$ cat src/rtl/rng_pkg.sv
// Shared definitions for the rng_arbiter slice: FSM encoding, LFSR taps,
// default seed and the shift-counter width.
package rng_pkg;

   // Arbiter FSM encoding.
   typedef enum logic [1:0] {
      IDLE    = 2'd0,
      SHIFT   = 2'd1,
      DELIVER = 2'd2
   } state_e;

   // Fibonacci taps for the 13-bit maximal-length polynomial.
   localparam int TAP_A = 12;
   localparam int TAP_B = 3;
   localparam int TAP_C = 2;
   localparam int TAP_D = 0;

   localparam logic [12:0] DEFAULT_SEED = 13'h000F;

   // Shift counter holds 0..SHIFTS_PER_DRAW-1 with SHIFTS_PER_DRAW up to 15.
   localparam int CNT_W = 4;

endpackage

$ cat src/rtl/lfsr_core.sv
// 13-bit Fibonacci LFSR. Shifts one step per cycle while shift_en is high.
// A zero seed would lock the register at zero, so it is replaced by 1.
module lfsr_core
   import rng_pkg::*;
#(
   parameter int WIDTH = 13
) (
   input  logic             clock,
   input  logic             reset,
   input  logic             shift_en,
   input  logic [WIDTH-1:0] seed,
   output logic [WIDTH-1:0] value
);

   logic [WIDTH-1:0] lfsr_q;
   logic [WIDTH-1:0] lfsr_d;
   logic [WIDTH-1:0] reset_val;
   logic             feedback;

   // Next-state: shift left, feedback enters at bit 0.
   always_comb begin
      reset_val = (seed == '0) ? WIDTH'(1) : seed;
      feedback  = lfsr_q[TAP_A] ^ lfsr_q[TAP_B] ^ lfsr_q[TAP_C] ^ lfsr_q[TAP_D];
      lfsr_d    = lfsr_q;
      if (shift_en) begin
         lfsr_d = {lfsr_q[WIDTH-2:0], feedback};
      end
   end

   // LFSR register, reloaded with the seed on reset.
   always_ff @(posedge clock) begin
      if (reset) begin
         lfsr_q <= reset_val;
      end else begin
         lfsr_q <= lfsr_d;
      end
   end

   assign value = lfsr_q;

endmodule

$ cat src/rtl/rng_arbiter.sv
// Round-robin arbiter sharing one LFSR among NUM_REQ requesters.
// Each grant clocks the LFSR SHIFTS_PER_DRAW times, then delivers the
// post-shift value on rnd together with a one-cycle ack to the winner.
// Handshake: a requester raises req and holds it until its ack pulse; it
// drops req in the ack cycle if it wants no further draw. Requests dropped
// before grant are ignored; a granted draw always completes.
// Build option RNG_FREE_RUN_EN: the LFSR shifts every cycle in all states,
// so delivered values depend on request timing.
module rng_arbiter
   import rng_pkg::*;
#(
   parameter int               NUM_REQ         = 4,
   parameter int               WIDTH           = 13,
   parameter int               SHIFTS_PER_DRAW = 13,
   parameter logic [WIDTH-1:0] SEED            = DEFAULT_SEED
) (
   input  logic               clock,
   input  logic               reset,
   input  logic [NUM_REQ-1:0] req,
   output logic [NUM_REQ-1:0] ack,
   output logic [WIDTH-1:0]   rnd,
   output logic               busy
);

   localparam int IDX_W = $clog2(NUM_REQ);

   localparam logic [1:0] ST_IDLE    = IDLE;
   localparam logic [1:0] ST_SHIFT   = SHIFT;
   localparam logic [1:0] ST_DELIVER = DELIVER;

   localparam logic [CNT_W-1:0] LAST_CNT = CNT_W'(SHIFTS_PER_DRAW - 1);

   logic [1:0]         state_q, state_d;
   logic [CNT_W-1:0]   cnt_q, cnt_d;
   logic [IDX_W-1:0]   gnt_q, gnt_d;
   logic [IDX_W-1:0]   ptr_q, ptr_d;
   logic [NUM_REQ-1:0] ack_q, ack_d;
   logic [WIDTH-1:0]   rnd_q, rnd_d;

   logic               shift_en;
   logic [WIDTH-1:0]   lfsr_val;
   logic [WIDTH-1:0]   lfsr_nxt;

   // First set request at or above p, wrapping around.
   function automatic logic [IDX_W-1:0] rr_pick(input logic [NUM_REQ-1:0] r,
                                                input logic [IDX_W-1:0]   p);
      logic [IDX_W-1:0] res;
      logic             found;
      int               idx;
      res   = p;
      found = 1'b0;
      for (int i = 0; i < NUM_REQ; i++) begin
         idx = int'(p) + i;
         if (idx >= NUM_REQ) idx = idx - NUM_REQ;
         if (!found && r[idx[IDX_W-1:0]]) begin
            found = 1'b1;
            res   = IDX_W'(idx);
         end
      end
      return res;
   endfunction

   // LFSR clocking: only during SHIFT unless free-running.
   always_comb begin
`ifdef RNG_FREE_RUN_EN
      shift_en = 1'b1;
`else
      shift_en = (state_q == ST_SHIFT);
`endif
   end

   lfsr_core #(.WIDTH(WIDTH)) u_lfsr (
      .clock    (clock),
      .reset    (reset),
      .shift_en (shift_en),
      .seed     (SEED),
      .value    (lfsr_val)
   );

   // Value the LFSR takes after this cycle's shift; captured on delivery.
   always_comb begin
      lfsr_nxt = {lfsr_val[WIDTH-2:0],
                  lfsr_val[TAP_A] ^ lfsr_val[TAP_B] ^ lfsr_val[TAP_C] ^ lfsr_val[TAP_D]};
   end

   // Arbitration FSM and output register next-state.
   always_comb begin
      state_d = state_q;
      cnt_d   = cnt_q;
      gnt_d   = gnt_q;
      ptr_d   = ptr_q;
      ack_d   = ack_q;
      rnd_d   = rnd_q;
      case (state_q)
         ST_IDLE: begin
            if (|req) begin
               gnt_d   = rr_pick(req, ptr_q);
               cnt_d   = '0;
               state_d = ST_SHIFT;
            end
         end
         ST_SHIFT: begin
            cnt_d = cnt_q + 1'b1;
            if (cnt_q == LAST_CNT) begin
               rnd_d   = lfsr_nxt;
               ack_d   = NUM_REQ'(1) << gnt_q;
               state_d = ST_DELIVER;
            end
         end
         ST_DELIVER: begin
            ack_d   = '0;
            ptr_d   = (gnt_q == IDX_W'(NUM_REQ - 1)) ? '0 : gnt_q + 1'b1;
            state_d = ST_IDLE;
         end
         default: begin
            ack_d   = '0;
            state_d = ST_IDLE;
         end
      endcase
   end

   // State and output registers; reset abandons any draw in flight.
   always_ff @(posedge clock) begin
      if (reset) begin
         state_q <= ST_IDLE;
         cnt_q   <= '0;
         gnt_q   <= '0;
         ptr_q   <= '0;
         ack_q   <= '0;
         rnd_q   <= '0;
      end else begin
         state_q <= state_d;
         cnt_q   <= cnt_d;
         gnt_q   <= gnt_d;
         ptr_q   <= ptr_d;
         ack_q   <= ack_d;
         rnd_q   <= rnd_d;
      end
   end

   assign ack  = ack_q;
   assign rnd  = rnd_q;
   assign busy = (state_q != ST_IDLE);

endmodule

$ cat config.mk
export PLATFORM = sky130hd
export DESIGN_NAME = rng_arbiter
export DESIGN_NICKNAME = d
export VERILOG_FILES = /design/src/rtl/rng_pkg.sv /design/src/rtl/lfsr_core.sv /design/src/rtl/rng_arbiter.sv
export SDC_FILE = /design/constraint.sdc
export NUM_CORES = 1
export LEC_CHECK = 0
export BUFFER_PORTS_ARGS = -buffer_cell sky130_fd_sc_hd__buf_2
export CAP_MARGIN = 40
export CORE_ASPECT_RATIO = 0.5
export CORE_MARGIN = 8
export CORE_UTILIZATION = 40
export DETAILED_ROUTE_END_ITERATION = 10
export GPL_TIMING_DRIVEN = 0
export PLACE_DENSITY = 0.56
export SYNTH_ARGS = -nofsm -noshare
export SYNTH_HDL_FRONTEND = slang
export SYNTH_HIERARCHICAL = 1
export SYNTH_SLANG_ARGS = --single-unit
$ cat constraint.sdc
create_clock -name clock -period 3.4 [get_ports clock]
set_input_delay 0.51 -clock clock [delete_from_list [all_inputs] [get_ports clock]]
set_output_delay 0.51 -clock clock [all_outputs]
set_load 0.02 [all_outputs]
==> flow_summary.json <==
{
  "status": "finished, final reports clean",
  "worstPathCellList": "buf_6 -> nor2_1 -> inv_1 -> buf_2",
  "cts-root-buf": "clkbuf_8",
  "n_antenna_cell": 0,
  "clockBufferDepth": 2,
  "rows": 17,
  "start_kind": "register",
  "antenna_found_initial": 0,
  "ys_types": 36,
  "max-cap-violations": 0,
  "synth_top_area_share": 0.291,
  "gp_congestion": 0.792,
  "clkSinkCount": 40,
  "drtIter0Drc": 54,
  "dpl.hpwl_mm": 2.64,
  "grt_pass1_vias": 1245,
  "path_clk_slew_ns": 0.08,
  "finClkSkew_ns": 0.00450,
  "pre_cts_ws_ns": 1.56,
  "wl_per_cell_um": 12.0,
  "synthTopCellsByArea": "dfxtp_1 29%, edfxtp_1 21%, mux2_2 7.3%",
  "vias_per_cell": 4.55,
  "drive_gt1_frac": 0.228,
  "tightest_slew_ns": 0.591,
  "stdcell_area_um2": 2240,
  "die-area_um2": 7220,
  "grt_first_pass_wirelength_mm": 5.87,
  "leakage_nw": 0.952,
  "cts_buffers": 5,
  "clkLatencyLatePin_ns": 0.29,
  "final.setup.tns_ns": 0,
  "slowest_stage": "dfxtp_1",
  "start_util": 0.419,
  "timing.final.ws_setup_ns": 1.71,
  "cts_tree": "built",
  "syn_to_final_growth_pct": 20.6,
  "post-cts-setup-buffers": 0,
  "synth.largest_area_cell": "dfxtp_1",
  "rsz0062_at_grt": "false",
  "path_class": "register to output pin",
  "finalSetupViolCount": 0,
  "num_vias": 1338,
  "hold_violations": 0,
  "placed_area_um2": 2130,
  "fp.dieH_um": 64.2,
  "layoutNonFillerInstCount": 294,
  "core_area_um2": 4450,
  "nets": 248,
  "grt.total_usage": 0.102,
  "power.density_nw_per_um2": 472,
  "peakVddDrop_mv": 0.181,
  "antenna_left": 0,
  "fmax_mhz": 592,
  "syn_avg_cell_area_um2": 10.1,
  "pin_count": 24,
  "min_period_ns": 1.69,
  "hold_class": "register to register",
  "drc": 0,
  "wl_mm": 3.53,
  "syn_inst": 184,
  "final_util": 0.505,
  "grt_max_degree": 15,
  "post_cts_resized": 0,
  "relSlewSlack": 0.604,
  "endpoint_kind": "output pin",
  "synth_warnings": 6,
  "place.port_buffers": 22,
  "first_pass_iters": 4,
  "dp_cells": 286,
  "htreeDepth": 2,
  "crit_fanout": 8,
  "finalMaxSlewViolations": 0,
  "die_x_um": 112,
  "syn-cell-area_um2": 1860,
  "critPathRequiredTime_ns": 2.89,
  "arrival_ns": 1.18,
  "crit_path_max_incr_delay_ns": 0.31,
  "synth-seq-cells": 40,
  "grt.overflow.total": 0,
  "synth.yosys.seq_area_share": 0.500,
  "ctsHoldBuffers": 0,
  "period_share": 0.497
}
==> power breakdown <==
part | internal [W] | total (W) | switching (W)
sequential | 0.000525 | 0.000548 | 0.0000226
combinational | 0.0000532 | 0.000111 | 0.0000573
clock | 0.000221 | 0.000400 | 0.000179
==> through the flow <==
step	total power [W]	hold slack [ns]
2_1_floorplan	0.000640	0.455
3_3_place_gp	0.000668	0.442
3_5_place_dp	0.000671	0.445
4_1_cts	0.00107	0.457
5_1_grt	0.00111	0.478
6_report	0.00106	0.453
==> logic make-up after synthesis <==
logic type,Yosys count,synth area share
muxes,18,0.105
adders and majority gates,6,0.0403
DFF,40,0.500
other,2,0.00404
and+or+nand+nor,62,0.157
xor gates and xnor gates,6,0.0282
AOI/OAI and AO/OA,32,0.110
buffers and inverters,18,0.0551
==> synthesized netlist by cell type <==
cell / instances
nand3_1: 6
inv_1: 8
mux2i_1: 6
o32ai_1: 1
nor3_1: 6
nand2b_1: 2
a21oi_1: 21
nand2_1: 29
o21ai_0: 2
o31a_1: 1
xor2_1: 2
mux2_2: 12
xnor2_1: 4
inv_2: 1
or3_1: 2
a211oi_1: 2
nor4_1: 3
clkbuf_2: 1
or2_4: 1
a31oi_1: 2
or2_2: 1
ha_1: 6
edfxtp_1: 13
nor3_2: 1
o221ai_1: 1
clkbuf_1: 3
nor2_4: 1
nor2_1: 8
a2bb2oi_1: 1
nand4_1: 1
conb_1: 2
o41ai_4: 1
nor2b_1: 1
buf_4: 1
dfxtp_1: 27
buf_6: 4
==> state kept, by name, indices dropped and copies added (netlist names) <==
name,flops
rnd,13
u_lfsr/value,13
gnt_q,2
cnt_q,4
ack,4
ptr_q,2
state_q,2
==> cells in the final DEF, fill, tap and decap left out, types with 4 or more instances in the layout <==
cell / count
nand2_1: 29
dfxtp_1: 27
conb_1: 25
buf_2: 22
a21oi_1: 21
edfxtp_1: 13
mux2_2: 12
inv_1: 8
nor2_1: 8
mux2i_1: 6
nor3_1: 6
nand3_1: 6
ha_1: 6
clkbuf_8: 5
buf_6: 4
xnor2_1: 4
==> layer usage <==
metal	share of wire	track usage	routed length (µm)	vias to the layer above
li1	-	-	-	714
met1	0.49	0.119	1730	610
met2	0.47	0.165	1640	9
met3	0.026	0.0337	90	5
met4	0.018	0.0549	65	0
met5	0	0	0	-
==> worst max-delay path: cells and delay by family (launching register included) <==
kind          cells  cell delay (ns)
flops             1             0.31
simple gates      1             0.23
buf+inv           3             0.35
==> worst paths after layout <==
path | cells past startpoint | to | slack, ns | startpoint
worst min register to register | 2 | rnd[3] | 0.45 | rnd[3]
worst max-delay path | 4 | busy | 1.71 | state_q[1]
worst min-delay path | 2 | rnd[3] | 0.45 | rnd[3]
worst max register to register | 5 | u_lfsr/value[6] | 1.91 | state_q[1]
==> cell type report <==
type	instances	area, µm²
Fill cell	424	2200
Sequential cell	40	931
Multi-Input combinational cell	149	913
Timing Repair Buffer	22	110
Tap cell	57	71.3
Clock buffer	5	68.8
Buffer	9	68.8
Clock inverter	3	47.5
Inverter	9	33.8
(Power assumes the default switching activity.)
